==> src/rtl/ex_div_if.sv <==
// Request/response bundle between the execute stage and the ex_div divider.
// The execute stage holds the master side and the divider holds the slave side.
interface ex_div_if;
    logic        start;
    logic [1:0]  div_op;
    logic [31:0] dividend;
    logic [31:0] divisor;
    logic [4:0]  waddr_i;
    logic        flush;
    logic        stall_req;
    logic        busy;
    logic        done;
    logic [31:0] result;
    logic [4:0]  waddr_o;
    logic        reg_we;

    modport master (
        output start, div_op, dividend, divisor, waddr_i, flush,
        input  stall_req, busy, done, result, waddr_o, reg_we
    );

    modport slave (
        input  start, div_op, dividend, divisor, waddr_i, flush,
        output stall_req, busy, done, result, waddr_o, reg_we
    );
endinterface

==> src/rtl/ex_div.sv <==
// Iterative 32-bit restoring divider for DIV/DIVU/REM/REMU (one quotient bit per cycle).
// Divide-by-zero and signed overflow bypass the iteration and complete in a single cycle.
module ex_div (
    input  logic    clk,
    input  logic    rst,
    ex_div_if.slave bus
);
    localparam logic [1:0] ST_IDLE = 2'd0;
    localparam logic [1:0] ST_CALC = 2'd1;
    localparam logic [1:0] ST_DONE = 2'd2;

    function automatic logic [31:0] neg_if(input logic neg, input logic [31:0] v);
        neg_if = neg ? (32'd0 - v) : v;
    endfunction

    logic [1:0]  state_r;
    logic [1:0]  state_nxt_s;
    logic [4:0]  cnt_r;
    logic        rem_sel_r;
    logic [4:0]  waddr_r;
    logic [31:0] quot_r;
    logic [31:0] rem_r;
    logic [31:0] dvs_r;
    logic        neg_q_r;
    logic        neg_r_r;
    logic [31:0] result_r;
    logic [4:0]  waddr_o_r;

    logic        start_ok_s;
    logic        a_neg_s;
    logic        b_neg_s;
    logic        special_s;
    logic [31:0] special_res_s;
    logic [32:0] shifted_s;
    logic [32:0] trial_s;
    logic [31:0] quot_nxt_s;
    logic [31:0] rem_nxt_s;
    logic [31:0] final_s;

    // Request decode, special-case detection and the single restoring iteration
    always_comb begin
        start_ok_s = bus.start && !bus.flush;
        a_neg_s    = !bus.div_op[0] && bus.dividend[31];
        b_neg_s    = !bus.div_op[0] && bus.divisor[31];
        special_s  = 1'b0;
        special_res_s = 32'd0;
        if (bus.divisor == 32'd0) begin
            special_s     = 1'b1;
            special_res_s = bus.div_op[1] ? bus.dividend : 32'hFFFF_FFFF;
        end else if (!bus.div_op[0] && (bus.dividend == 32'h8000_0000)
                     && (bus.divisor == 32'hFFFF_FFFF)) begin
            special_s     = 1'b1;
            special_res_s = bus.div_op[1] ? 32'd0 : 32'h8000_0000;
        end else begin
            special_s     = 1'b0;
            special_res_s = 32'd0;
        end

        // The shifted partial remainder can reach 33 bits, so the trial subtract is 33 wide
        shifted_s = {rem_r, quot_r[31]};
        trial_s   = shifted_s - {1'b0, dvs_r};
        if (!trial_s[32]) begin
            rem_nxt_s  = trial_s[31:0];
            quot_nxt_s = {quot_r[30:0], 1'b1};
        end else begin
            rem_nxt_s  = shifted_s[31:0];
            quot_nxt_s = {quot_r[30:0], 1'b0};
        end
        final_s = rem_sel_r ? neg_if(neg_r_r, rem_nxt_s) : neg_if(neg_q_r, quot_nxt_s);
    end

    // Next-state logic; flush overrides everything and returns to IDLE
    always_comb begin
        state_nxt_s = state_r;
        if (bus.flush) begin
            state_nxt_s = ST_IDLE;
        end else begin
            case (state_r)
                ST_IDLE: begin
                    if (bus.start) begin
                        state_nxt_s = special_s ? ST_DONE : ST_CALC;
                    end else begin
                        state_nxt_s = ST_IDLE;
                    end
                end
                ST_CALC: begin
                    if (cnt_r == 5'd31) begin
                        state_nxt_s = ST_DONE;
                    end else begin
                        state_nxt_s = ST_CALC;
                    end
                end
                ST_DONE: state_nxt_s = ST_IDLE;
                default: state_nxt_s = ST_IDLE;
            endcase
        end
    end

    // State and iteration counter
    always_ff @(posedge clk or negedge rst) begin
        if (!rst) begin
            state_r <= ST_IDLE;
            cnt_r   <= 5'd0;
        end else begin
            state_r <= state_nxt_s;
            if (state_nxt_s == ST_CALC && state_r == ST_CALC) begin
                cnt_r <= cnt_r + 5'd1;
            end else begin
                cnt_r <= 5'd0;
            end
        end
    end

    // Operand capture at start, then shift/subtract while iterating
    always_ff @(posedge clk or negedge rst) begin
        if (!rst) begin
            rem_sel_r <= 1'b0;
            waddr_r   <= 5'd0;
            quot_r    <= 32'd0;
            rem_r     <= 32'd0;
            dvs_r     <= 32'd0;
            neg_q_r   <= 1'b0;
            neg_r_r   <= 1'b0;
        end else if (state_r == ST_IDLE && start_ok_s) begin
            rem_sel_r <= bus.div_op[1];
            waddr_r   <= bus.waddr_i;
            quot_r    <= neg_if(a_neg_s, bus.dividend);
            rem_r     <= 32'd0;
            dvs_r     <= neg_if(b_neg_s, bus.divisor);
            neg_q_r   <= a_neg_s ^ b_neg_s;
            neg_r_r   <= a_neg_s;
        end else if (state_r == ST_CALC) begin
            quot_r <= quot_nxt_s;
            rem_r  <= rem_nxt_s;
        end else begin
            quot_r <= quot_r;
            rem_r  <= rem_r;
        end
    end

    // Result and write address are only non-zero for the single DONE cycle
    always_ff @(posedge clk or negedge rst) begin
        if (!rst) begin
            result_r  <= 32'd0;
            waddr_o_r <= 5'd0;
        end else if (state_nxt_s == ST_DONE) begin
            result_r  <= (state_r == ST_IDLE) ? special_res_s : final_s;
            waddr_o_r <= (state_r == ST_IDLE) ? bus.waddr_i : waddr_r;
        end else begin
            result_r  <= 32'd0;
            waddr_o_r <= 5'd0;
        end
    end

    assign bus.busy      = (state_r != ST_IDLE);
    assign bus.done      = (state_r == ST_DONE);
    assign bus.reg_we    = (state_r == ST_DONE);
    assign bus.result    = result_r;
    assign bus.waddr_o   = waddr_o_r;
    assign bus.stall_req = rst && (((state_r == ST_IDLE) && start_ok_s) || (state_r == ST_CALC));
endmodule

==> src/flat_wrapper.sv <==
// flat-port wrapper written by rule: the top's interface ports become plain ports
module ex_div_flat 
  (clk, rst, bus_start, bus_div_op, bus_dividend, bus_divisor, bus_waddr_i, bus_flush, bus_stall_req, bus_busy, bus_done, bus_result, bus_waddr_o, bus_reg_we);
  ex_div_if bus_i ();
  input  logic clk;
  input  logic rst;
  input wire logic [$bits(bus_i.start)-1:0] bus_start;
  input wire logic [$bits(bus_i.div_op)-1:0] bus_div_op;
  input wire logic [$bits(bus_i.dividend)-1:0] bus_dividend;
  input wire logic [$bits(bus_i.divisor)-1:0] bus_divisor;
  input wire logic [$bits(bus_i.waddr_i)-1:0] bus_waddr_i;
  input wire logic [$bits(bus_i.flush)-1:0] bus_flush;
  output wire logic [$bits(bus_i.stall_req)-1:0] bus_stall_req;
  output wire logic [$bits(bus_i.busy)-1:0] bus_busy;
  output wire logic [$bits(bus_i.done)-1:0] bus_done;
  output wire logic [$bits(bus_i.result)-1:0] bus_result;
  output wire logic [$bits(bus_i.waddr_o)-1:0] bus_waddr_o;
  output wire logic [$bits(bus_i.reg_we)-1:0] bus_reg_we;
  assign bus_i.start = bus_start;
  assign bus_i.div_op = bus_div_op;
  assign bus_i.dividend = bus_dividend;
  assign bus_i.divisor = bus_divisor;
  assign bus_i.waddr_i = bus_waddr_i;
  assign bus_i.flush = bus_flush;
  assign bus_stall_req = bus_i.stall_req;
  assign bus_busy = bus_i.busy;
  assign bus_done = bus_i.done;
  assign bus_result = bus_i.result;
  assign bus_waddr_o = bus_i.waddr_o;
  assign bus_reg_we = bus_i.reg_we;
  ex_div u_core (.clk(clk), .rst(rst), .bus(bus_i));
endmodule
==> config.mk <==
export PLATFORM = sky130hd
export DESIGN_NAME = ex_div_flat
export DESIGN_NICKNAME = d
export VERILOG_FILES = /design/src/rtl/ex_div_if.sv /design/src/rtl/ex_div.sv /design/src/flat_wrapper.sv
export SDC_FILE = /design/constraint.sdc
export NUM_CORES = 1
export LEC_CHECK = 0
export CAP_MARGIN = 30
export CORE_UTILIZATION = 45
export DETAILED_ROUTE_END_ITERATION = 10
export PLACE_DENSITY = 0.63
export RECOVER_POWER = 50
export SYNTH_ARGS = -nofsm -noshare
export SYNTH_HDL_FRONTEND = slang
export SYNTH_SLANG_ARGS = --single-unit
==> constraint.sdc <==
create_clock -name clk -period 12.1 [get_ports clk]
set_input_delay 2.42 -clock clk [delete_from_list [all_inputs] [get_ports clk]]
set_output_delay 2.42 -clock clk [all_outputs]
set_load 0.03 [all_outputs]
======== Word-level counts from Yosys, hierarchy flattened ========
Index checks and enable logic that the tools add are counted.
operators by class
  muxes and demuxes ....................... 27
  add/subtract/negate cells ............... 6
  bitwise gates (word level) .............. 1
  reduce and logical (&&, ||, !) cells .... 15
  eq/ne operators ......................... 7
operator list
  kind                                                  count
  two-way mux 32 bit                                    16
  subtractor 1 x 32 -> 32 bit (first input constant)    4
  equality test 32 bit (second input constant)          2
  subtractor 33 x 32 -> 33 bit                          1
  logical NOT 32 bit                                    1
  two-way mux 5 bit                                     3
  logical AND 1 bit                                     8
  two-way mux 2 bit                                     4
  adder 5 x 1 -> 5 bit (second input constant)          1
  equality test 5 bit (second input constant)           1
  equality test 2 x 1 -> 1 bit (second input constant)  2
  equality test 2 bit (second input constant)           2
  one-hot mux 2 bit (2 select lines)                    1
  nonzero test 2 bit                                    2
  two-way mux 1 bit                                     3
  logical NOT 1 bit                                     2
  logical NOT 2 bit                                     1
  logical OR 1 bit                                      1
  bitwise XOR 1 bit                                     1
word-level totals
  logic and storage cells ................. 67
  register bits after elaboration ......... 148
  bits of input ports ..................... 75

======== Depth between registers and ports, before layout ========
Gate-level depths: netlist of run 1.
  word-level depth ........................ 12
  mapped depth ............................ 22

======== Worst setup path after synthesis of run 1 ========
Ideal clock, no wire load.
  path type ............................... input port to output port
  start ................................... input port bus_flush
  end ..................................... output port bus_stall_req
  required time ........................... 9,680 ps
  cell stages on the path ................. 3
  path slack .............................. 6,375 ps
  arrival ................................. 3,305 ps
  path through ............................ nor3b_1 > nor2_1 > nor2b_1
on the way
  word-level cells in the longest chain between the ends .. 5
RTL lines
  item               line                text
  from (decl)        flat_wrapper.sv:12  input wire logic [$bits(bus_i.flush)-1:0] bus_flush;
  logical NOT 1 bit  ex_div.sv:42        start_ok_s = bus.start && !bus.flush;
  logical AND 1 bit  ex_div.sv:42
  logical AND 1 bit  ex_div.sv:160       assign bus.stall_req = rst && (((state_r == ST_IDLE) && start_ok_s) || (state_r == ST_CALC));
  logical OR 1 bit   ex_div.sv:160
  logical AND 1 bit  ex_div.sv:160
  to (decl)          flat_wrapper.sv:13  output wire logic [$bits(bus_i.stall_req)-1:0] bus_stall_req;
No other way between the ends.

======== Worst setup path after layout of run 1 ========
Ends and elaborated chain as after synthesis.

==> key figures, run 1 <==
Setup path
  • Worst path required time: 9680 ps
  • Kind of critical path: in -> out
  • Internal reg-to-reg setup slack: 6030 ps
  • Arrival @ worst endpoint: 5610 ps
  • Critical-path maximum fanout: 33
  • RR Startpoint: u_core.quot_r[31]$_DFFE_PN0N_
  • Length in cells of the worst reg-to-reg path: 19
  • Critical Path Source Type: primary input
  • Critical Path End Type: output pin
  • Worst R2R End: u_core.bus.result[24]$_DFF_PN0_

Routing
  • Via count: 11.3k
  • Via/cell ratio: 6.04
  • Routed Wire Length: 38200 um
  • WL per Instance: 20.4 um
  • Detailed Route Iter0 Violations: 1190
  • Drt first pass iters: 5
  • Final ANT Viol Nets: 0
  • DRC viols: 0

Clocking
  • Post-CTS Setup Inserts: 0
  • CTS Buffer Depth: 2
  • CTS Hold Bufs: 0
  • Cts bufs inserted: 17
  • Clock sink count: 148
  • Root Buffer: clkbuf_16
  • Cts repair resizes: 0
  • Clock Latency Late Sink: 440 ps
  • CTS tree: built
  • H-tree depth: 4
  • Worst-path clk slew: 70 ps

Final layout
  • Layout cells sized above 1: 5.46%
  • Filler instances: 2444
  • Post-Layout Inst Area: 0.0136 mm2
  • Final net count: 1640
  • Final core occ: 53.7%
  • Area growth syn-to-layout: 16.1%
  • N_diodes: 0
  • Multi-input gate area: 0.00743 mm2
  • FF/Latch Area: 0.00370 mm2

Place
  • Final GP Congestion: 0.915
  • PortBufs: 115
  • Placed Area: 0.0130 mm2
  • HPWL Detailed: 28900 um

Worst hold path
  • Hold endpoint: u_core.cnt_r[0]$_DFF_PN0_
  • Worst hold path startpoint: u_core.cnt_r[0]$_DFF_PN0_
  • HP Class: reg -> reg
  • Worst hold path depth: 1

Power and ir drop
  • Pwr dens: 233 mW/mm2
  • Power after layout: 0.00317 W
  • Worst vdd ir: 239 uV
  • Pleak: 5.36 nW

Outcome
  • Outcome: finished with violations
  • Failing checks: capacitance limit, slew limit

Logic synthesis
  • Post-synth top flop: dfrtp_1
  • Cell Area, Synth: 0.0117 mm2
  • Warnings from Yosys: 0
  • Fraction of registers with async set/reset: 100%
  • Cell variety after synth: 88
  • Yosys reg bits: 148
  • Sequential area share after synthesis: 31.6%
  • EDFF count, synth: 0
  • Syn Area/Cell: 8.01 um2
  • Post-Syn Instances: 1462
  • Mapped Nets: 1577

STA
  • Final Setup Violations: 0
  • Fin Setup TNS: 0 ps
  • Setup Skew: 16.5 ps
  • Worst Tran Pin Value: 3870 ps
  • Maximum clock frequency: 125 MHz
  • Fin. Hold Viols: 0
  • Worst slew margin: -158%
  • Final Cycle Share: 66.3%
  • Tmin final: 8030 ps
  • Max-slew violation count: 103
  • RSZ-0062 raised after global routing: false
  • WHS: 478 ps

Global routing
  • Total track usage: 29.3%
  • Largest net degree at the start of global routing: 90
  • First-pass GRT wire length: 59900 um
  • Vias in the first global route: 10.5k
  • Total gr overflow: 0
  • Antenna violations before repair: 0

Floorplanning
  • Core Region: 0.0253 mm2
  • # IOs: 116
  • Initial Utilization: 46.2%
  • Die X: 163 um
  • Die area: 0.0267 mm2
  • Standard-cell row count: 58
  • Chip Height: 163 um

Run
  • Max Cap Viol: 2
-- power by group --
part           total (W)  internal, W  switching [W]
clock network   0.000537     0.000276       0.000261
logic            0.00192     0.000691        0.00123
registers       0.000718     0.000588       0.000129
total            0.00317      0.00156        0.00162
-- through the flow --
step	std cells	setup WS, ps
after floorplan	1462	6370
after global placement	1836	5160
after detailed placement	1836	5160
after CTS	1868	5140
after global routing	1868	3900
final	1868	4070
-- worst max path at each step --
stage,start,endpoint,slack (ps)
2_1_floorplan,bus_flush,bus_stall_req,6370
3_3_place_gp,bus_flush,bus_stall_req,5160
5_1_grt,bus_flush,bus_stall_req,3900
6_report,bus_flush,bus_stall_req,4070
3_5_place_dp,bus_flush,bus_stall_req,5160
4_1_cts,bus_flush,bus_stall_req,5140
-- flip-flops by register name, indices dropped and copies added (netlist names) --
| signal | flops |
|---|---|
| u_core.waddr_r | 5 |
| u_core.rem_r | 32 |
| u_core.bus.result | 32 |
| u_core.rem_sel_r | 1 |
| u_core.dvs_r | 32 |
| u_core.bus.waddr_o | 5 |
| u_core.neg_q_r | 1 |
| u_core.cnt_r | 5 |
| u_core.quot_r | 32 |
| u_core.state_r | 2 |
| u_core.neg_r_r | 1 |
-- placed cells by master (no fill, tap or decap), types with 6 or more instances in the layout --
master	instances
o21ai_0	189
nand2_1	170
dfrtp_1	148
clkdlybuf4s50_1	110
nor2_1	92
xnor2_1	92
a21oi_1	71
inv_1	59
xor2_1	49
nand3_1	47
ha_1	39
nor3_1	37
a22oi_1	31
nand4_1	24
o211ai_1	22
o31ai_1	20
mux2i_1	19
nor4_1	18
clkbuf_16	17
or3_1	16
nand2b_1	16
or4_1	13
nor2b_1	13
a21oi_2	13
a31oi_1	12
o21ai_1	11
o41ai_1	11
nor3b_1	8
and2_1	8
o21a_1	8
a21o_1	8
buf_4	8
a211oi_1	7
nand3b_1	6
inv_6	6
-- cell families (layout without fill, tap and decap cells) --
logic type / Yosys count / count (layout) / synth area share (%)
fa+ha+maj: 40 / 40 / 4.34
mux: 21 / 21 / 1.82
compound gates: 474 / 474 / 25.9
xor+xnor: 141 / 141 / 10.5
flops: 148 / 148 / 31.6
buf+inv: 144 / 220 / 5.01
simple gates: 494 / 494 / 20.8
-- synthesized netlist by cell type (all sizes together) (4+ instances only) --
cell type	number	area share (%)
buf	22	1.0
dfrtp	148	32
clkbuf	60	1.9
nor2	96	3.2
or4	13	0.83
or2	5	0.27
a211oi	7	0.45
nand3	48	2.1
o21bai	5	0.32
o31a	5	0.37
inv	61	2.0
nand4	24	1.3
nand2	171	5.5
mux2i	19	1.6
o221ai	4	0.30
ha	39	4.2
o41ai	12	0.96
nor2b	13	0.69
a31oi	12	0.64
nor4	19	1.1
a22oi	31	2.0
nand3b	6	0.38
o2111ai	4	0.30
and2	10	0.56
o2bb2ai	4	0.30
o21a	10	0.66
o21ai	200	8.5
or3	16	0.85
o311a	4	0.34
nor3	39	1.8
o211ai	23	1.6
a22o	4	0.30
o31ai	21	1.4
a21o	8	0.51
xor2	49	3.7
a21oi	85	4.1
xnor2	92	6.9
nand2b	17	0.91
nor3b	8	0.51
-- final cells by class --
class / instances / area share [%]
clock inverter: 15 / 1.16
inverter: 62 / 1.77
sequential: 148 / 27.3
tap: 330 / 3.04
clock buffer: 17 / 3.13
multi-input combinational: 1170 / 54.6
timing repair buffer: 126 / 9.00
-- worst max-delay path: stages --
cell,delay (ps)
dlygate4sd3_1,640
nor3b_1,80
clkbuf_1,310
nor2_2,170
clkbuf_1,1180
nor2b_1,130
clkdlybuf4s50_1,660
-- layer usage --
| metal | GRT usage, % | up-vias | routed length [um] |
|---|---|---|---|
| li1 | - | 5418 | - |
| met1 | 42.7 | 5410 | 17700 |
| met2 | 42.8 | 406 | 16500 |
| met3 | 6.20 | 45 | 3030 |
| met4 | 9.43 | 0 | 869 |
| met5 | 0 | - | 0 |
Note: power is estimated with default switching activity, not from simulation.
==> run 2: changes to the inputs <==
==> constraint.sdc (replaced) <==
create_clock -name clk -period 7.55 [get_ports clk]
set_input_delay 1.51 -clock clk [delete_from_list [all_inputs] [get_ports clk]]
set_output_delay 1.51 -clock clk [all_outputs]
set_load 0.03 [all_outputs]
==> run 2 against run 1 <==
The run still ends with capacitance limit, slew limit left. Sequential power increased by 60%. Final area increased by 0.27%. Non-clock buffer count increased by 1. Worst hold slack got worse by 4.3 ps. Flip-flop and latch count unchanged. Power increased by 61%. First-iteration DRC count increased by 9.1%. Sequential share of layout area decreased by 0.073 points. Critical path depth increased by 11. Critical endpoint is now u_core.bus.result[26]$_DFF_PN0_. Largest cell class unchanged. Highest routed layer unchanged.
==> key figures, run 2 (synthesized netlist as in run 1, its figures left out) <==
Global routing
  • First-pass GRT wire length: 60900 um (+1.7%)
  • Total gr overflow: 0 (unchanged)
  • Largest net degree at the start of global routing: 88 (-2.2%)
  • Vias in the first global route: 10.6k (+0.19%)
  • Gr busiest metal: met1
  • Grt met2 use: 43.7% (+0.83 points)
  • Antenna violations before repair: 0 (unchanged)
  • Total track usage: 29.9% (+0.54 points)
  • Global Route met1 Usage: 44.0% (+1.3 points)
  • Met3 Use GR: 6.60% (+0.41 points)

Routing
  • Routed Wire Length: 38900 um (+2.0%)
  • Detailed Route Iter0 Violations: 1298 (+9.1%)
  • Drt first pass iters: 6 (+1)
  • Via/cell ratio: 6.19 (+2.6%)
  • Final ANT Viol Nets: 0 (unchanged)
  • Via count: 11.6k (+2.6%)
  • WL per Instance: 20.8 um (+1.9%)
  • DRC viols: 0 (unchanged)

STA
  • Fin Setup TNS: 0 ps (unchanged)
  • Setup Skew: 12.4 ps (-4.12 ps)
  • Setup WS post-layout: 2030 ps (-2040 ps)
  • Max-slew violation count: 124 (+20%)
  • Worst slew margin: -136% (+23 points)
  • Final Setup Violations: 0 (unchanged)
  • Worst Tran Pin Value: 3530 ps (-340 ps)
  • Final Cycle Share: 73.1%
  • Maximum clock frequency: 181 MHz
  • RSZ-0062 raised after global routing: false
  • Fin. Hold Viols: 0 (unchanged)
  • Tmin final: 5520 ps

Floorplanning
  • Core Region: 0.0253 mm2 (unchanged)
  • Standard-cell row count: 58 (unchanged)
  • # IOs: 116 (unchanged)
  • Die area: 0.0267 mm2 (unchanged)
  • Initial Utilization: 46.2% (unchanged)
  • Die X: 163 um (unchanged)
  • Chip Height: 163 um (unchanged)

Power and ir drop
  • Sequential Power Share: 22.4% (-0.2 points)
  • Sw Share: 51.0% (+0.099 points)
  • Clock share of power: 17.3% (+0.4 points)
  • Int Power: 0.00250 W (+61%)
  • Pleak: 5.39 nW (+0.45%)
  • Pwr dens: 375 mW/mm2 (+61%)
  • Total net switching power: 0.00261 W (+61%)
  • Comb pwr share: 60.3% (about the same)
  • Worst vdd ir: 202 uV (-16%)

Final layout
  • Final net count: 1641 (+0.061%)
  • Layout cells sized above 1: 5.59% (+0.13 points)
  • Final core occ: 53.8% (+0.14 points)
  • Area growth syn-to-layout: 16.4%
  • N_diodes: 0 (unchanged)
  • Commonest cells after routing, fill and taps aside: 189 x o21ai_0, 170 x nand2_1, 148 x dfrtp_1
  • Commonest non-fill, non-tap cell in the layout: o21ai_0

Place
  • PortBufs: 115 (unchanged)
  • HPWL Detailed: 29300 um (+1.5%)
  • Worst slack, placed: 1900 ps (-3270 ps)
  • Final GP Congestion: 1.01 (+10%)

Clocking
  • Worst-path clk slew: 70 ps (about the same)
  • Root Buffer: clkbuf_16
  • Clock Latency Late Sink: 450 ps (about the same)
  • CTS Buffer Depth: 2 (unchanged)
  • CTS tree: built
  • Clock sink count: 148 (unchanged)
  • CTS Hold Bufs: 0 (unchanged)
  • H-tree depth: 4 (unchanged)
  • Cts repair resizes: 0 (unchanged)
  • Cts bufs inserted: 17 (unchanged)
  • Post-CTS Setup Inserts: 0 (unchanged)

Setup path
  • Arrival @ worst endpoint: 5820 ps (+210 ps)
  • Critical Path Source Type: flip-flop
  • Critical-path maximum fanout: 43 (+30%)
  • Kind of critical path: reg -> reg
  • Worst path required time: 7840 ps (-1840 ps)
  • Critical Path End Type: flip-flop

Outcome
  • Failing checks: capacitance limit, slew limit
  • Outcome: finished with violations

Worst hold path
  • HP Class: reg -> reg

Run
  • Max Cap Viol: 2 (unchanged)
## run 2: changes by cell type in the layout (fill, tap and decap cells not counted), sizes merged
| cell | change |
|---|---|
| clkinv | +3 |
| buf | +2 |
| inv | -2 |
| clkbuf | -1 |
| clkinvlp | -1 |
## run 2: worst max-delay path, stage by stage, from the launching register on
cell       delay (ps)
dfrtp_1           380
inv_1              80
ha_1              220
fa_1              400
nand2b_1          210
a21oi_2           240
o21a_1            330
o211a_1           240
o211ai_4          320
inv_4             510
ha_1              310
nand2_1           160
or2_1             320
nand2b_1          200
or4b_1            600
o21ai_0           240
xor2_1            260
o21ai_0           180
o2bb2ai_1         170
## run 2: power by group through the flow
stage	clock, W	sequential (W)	combinational, W
2_1_floorplan	0	0.00108	0.00225
3_3_place_gp	0	0.00115	0.00302
3_5_place_dp	0	0.00115	0.00301
4_1_cts	0.000892	0.00114	0.00303
5_1_grt	0.000921	0.00117	0.00337
6_report	0.000883	0.00115	0.00308
## run 2: layout make-up
| type | instances | area, um2 |
|---|---|---|
| clock buffer | 17 | 425 |
| multi-input combinational | 1170 | 7430 |
| timing repair buffer | 127 | 1230 |
| clock inverter | 15 | 183 |
| sequential | 148 | 3700 |
| inverter | 62 | 240 |
| fill | 2440 | 11700 |
| tap | 330 | 413 |
## run 2: final timing paths
check / start / cells after the start / slack, ps / to
worst max-delay path: u_core.quot_r[31]$_DFFE_PN0N_ / 18 / 2030 / u_core.bus.result[26]$_DFF_PN0_
worst min-delay path: u_core.cnt_r[0]$_DFF_PN0_ / 1 / 470 / u_core.cnt_r[0]$_DFF_PN0_
worst max register to register: u_core.quot_r[31]$_DFFE_PN0N_ / 18 / 2030 / u_core.bus.result[26]$_DFF_PN0_
worst min register to register: u_core.cnt_r[0]$_DFF_PN0_ / 1 / 470 / u_core.cnt_r[0]$_DFF_PN0_
max in group asynchronous: rst / 2 / 2530 / u_core.bus.result[25]$_DFF_PN0_
min in group asynchronous: rst / 1 / 1140 / u_core.dvs_r[5]$_DFFE_PN0P_
## run 2: per-layer routing
metal	part of all wire, %	routed length [um]	vias up
met4	2.0	767	0
met1	47	18200	5591
met2	43	16700	501
li1	-	-	5431
met3	8.3	3240	50
met5	0	0	-
## run 2: through the flow
stage	power [W]	std cells	hold slack [ps]	instance area, um2
after floorplan	0.00333	1462	431	11700
after global placement	0.00417	1837	453	13000
after detailed placement	0.00417	1837	457	13000
after CTS	0.00506	1869	466	13600
after global routing	0.00545	1869	476	13600
final	0.00511	1869	473	13600
==> run 3: changes to the inputs <==
--- a/config.mk
+++ b/config.mk
@@ -8,7 +8,7 @@
 export CAP_MARGIN = 30
 export CORE_UTILIZATION = 45
 export DETAILED_ROUTE_END_ITERATION = 10
-export PLACE_DENSITY = 0.63
+export PLACE_DENSITY = 0.66
 export RECOVER_POWER = 50
 export SYNTH_ARGS = -nofsm -noshare
 export SYNTH_HDL_FRONTEND = slang
==> constraint.sdc (replaced) <==
create_clock -name clk -period 4.7 [get_ports clk]
set_input_delay 0.94 -clock clk [delete_from_list [all_inputs] [get_ports clk]]
set_output_delay 0.94 -clock clk [all_outputs]
set_load 0.03 [all_outputs]
==> run 3 against run 2 <==
The flow still finishes with violations (capacitance limit, slew limit). Sequential power up 59%. Routed wire length down 0.25%. Register-to-register slack worse by 1900 ps. Worst hold slack worse by 5.7 ps. Power up 66%. Flip-flop and latch count unchanged. Sequential share of layout area down 0.61 points. Largest power group unchanged. Cell count up 2.1%. Global-route usage up 0.081 points. Critical path depth unchanged.
==> key figures, run 3 (synthesized netlist as in run 1, its figures left out) <==
Outcome
  • Outcome: finished with violations
  • Failing checks: capacitance limit, slew limit

Setup path
  • CP cell instances: inv_1, ha_1, fa_1, nand2b_1, a21oi_2, o21a_4, o211a_1, o211ai_4, inv_4, ha_1, nand2_1, or2_1, nand2b_1, or4b_1, o41ai_2, xnor2_1, a21oi_1, o21ai_1
  • CP bufs+invs: 2 (unchanged)
  • Crit-path slowest cell: or4b_1
  • Crit-path max cell delay: 590 ps (about the same)
  • Critical Path End Type: flip-flop
  • Critical-path maximum fanout: 7 (-84%)
  • Kind of critical path: reg -> reg
  • Worst path required time: 4990 ps (-2850 ps)
  • Internal reg-to-reg setup slack: 120 ps (-1910 ps)
  • Arrival @ worst endpoint: 4870 ps (-950 ps)
  • Critical Path Source Type: flip-flop
  • Top delay family on crit path: compound AO/OA/AOI/OAI gates

Final layout
  • Layout cells sized above 1: 8.75% (+3.2 points)
  • Commonest non-fill, non-tap cell in the layout: o21ai_0
  • Filler instances: 2391 (-2.0%)
  • Final core occ: 55.0% (+1.2 points)
  • Area growth syn-to-layout: 19.0%
  • Final net count: 1680 (+2.4%)
  • Commonest cells after routing, fill and taps aside: 185 x o21ai_0, 170 x nand2_1, 148 x dfrtp_1
  • Post-Layout Inst Area: 0.0139 mm2 (+2.3%)
  • N_diodes: 0 (unchanged)

Routing
  • Detailed Route Iter0 Violations: 1318 (+1.5%)
  • Via/cell ratio: 6.07 (-1.9%)
  • Drt first pass iters: 5 (-1)
  • Final ANT Viol Nets: 0 (unchanged)
  • Routed Wire Length: 38800 um (-0.25%)
  • WL per Instance: 20.4 um (-2.3%)
  • Via count: 11.6k (+0.11%)
  • DRC viols: 0 (unchanged)

Floorplanning
  • Die area: 0.0267 mm2 (unchanged)
  • Standard-cell row count: 58 (unchanged)
  • Chip Height: 163 um (unchanged)
  • Initial Utilization: 46.2% (unchanged)
  • # IOs: 116 (unchanged)
  • Core Region: 0.0253 mm2 (unchanged)
  • Die X: 163 um (unchanged)

STA
  • Final Cycle Share: 97.4% (+24 points)
  • Worst slew margin: -68.4% (+67 points)
  • Maximum clock frequency: 218 MHz (+21%)
  • Setup Skew: 12.2 ps (-0.189 ps)
  • Tmin final: 4580 ps (-941 ps)
  • Setup WS post-layout: 120 ps (-1910 ps)
  • Max-slew violation count: 168 (+35%)
  • Fin Setup TNS: 0 ps (unchanged)
  • Worst Tran Pin Value: 2530 ps (-1010 ps)
  • Final Setup Violations: 0 (unchanged)
  • Fin. Hold Viols: 0 (unchanged)

Global routing
  • Largest net degree at the start of global routing: 134 (+52%)
  • Total track usage: 29.9% (+0.081 points)
  • Antenna violations before repair: 0 (unchanged)
  • First-pass GRT wire length: 61300 um (+0.66%)
  • Vias in the first global route: 10.8k (+1.9%)
  • Total gr overflow: 0 (unchanged)

Clocking
  • Worst-path clk slew: 70 ps (about the same)
  • H-tree depth: 4 (unchanged)
  • CTS tree: built
  • Clock Latency Late Sink: 440 ps (about the same)
  • Root Buffer: clkbuf_16
  • Cts bufs inserted: 17 (unchanged)
  • CTS Buffer Depth: 2 (unchanged)
  • Clock sink count: 148 (unchanged)

Power and ir drop
  • Pwr dens: 608 mW/mm2 (+62%)
  • Pleak: 5.69 nW (+5.5%)
  • Power after layout: 0.00847 W (+66%)
  • Worst vdd ir: 280 uV (+38%)

Place
  • PortBufs: 115 (unchanged)
  • HPWL Detailed: 29300 um (-0.14%)
  • Placed Area: 0.0133 mm2 (+2.3%)
  • Final GP Congestion: 0.925 (-8.2%)
  • Worst slack, placed: 75.9 ps (-1820 ps)

Worst hold path
  • HP Class: reg -> reg

Run
  • Max Cap Viol: 3 (+1)
-- run 3: routing by layer --
metal	part of all wire, %	routed length [um]	vias to the layer above	track usage, %
met1	46	17900	5598	44.0
li1	-	-	5492	-
met4	2.3	888	0	8.54
met2	44	17100	444	44.8
met3	7.4	2890	52	4.98
met5	0	0	-	0
-- run 3: worst paths after layout --
check                                              startpoint                              end  depth (start not counted)
worst max register to register  u_core.quot_r[31]$_DFFE_PN0N_  u_core.bus.result[28]$_DFF_PN0_                         18
max in group asynchronous                                 rst     u_core.rem_r[28]$_DFFE_PN0N_                          3
min in group asynchronous                                 rst      u_core.dvs_r[4]$_DFFE_PN0P_                          1
worst min-delay path                u_core.cnt_r[0]$_DFF_PN0_        u_core.cnt_r[0]$_DFF_PN0_                          1
worst max-delay path            u_core.quot_r[31]$_DFFE_PN0N_  u_core.bus.result[28]$_DFF_PN0_                         18
worst min register to register      u_core.cnt_r[0]$_DFF_PN0_        u_core.cnt_r[0]$_DFF_PN0_                          1
-- run 3: cell type report --
cell class	instances	area (um2)	area share, %
sequential	148	3700	26.6
inverter	62	240	1.72
clock buffer	17	425	3.05
clock inverter	15	153	1.10
multi-input combinational	1170	7490	53.7
timing repair buffer	166	1520	10.9
tap	330	413	2.96
-- run 3: through the flow --
stage,hold slack [ps],std cells
final,468,1908
after global routing,499,1908
after CTS,391,1907
after detailed placement,462,1875
after global placement,457,1875
after floorplan,431,1462
-- run 3: power breakdown --
group / internal (W) / total, W / leakage [nW] / switching (W)
Sequential: 0.00152 / 0.00183 / 1.94 / 0.000319
Combinational: 0.00197 / 0.00525 / 3.47 / 0.00328
Clock: 0.000712 / 0.00139 / 0.277 / 0.000677
-- run 3: timing repair --
| action | CTS | global route |
|---|---|---|
| gates resized for setup | 0 | 16 |
| hold buffers | 0 | 0 |
| setup endpoints to repair | 0 | 7 |
| setup buffers | 0 | 0 |
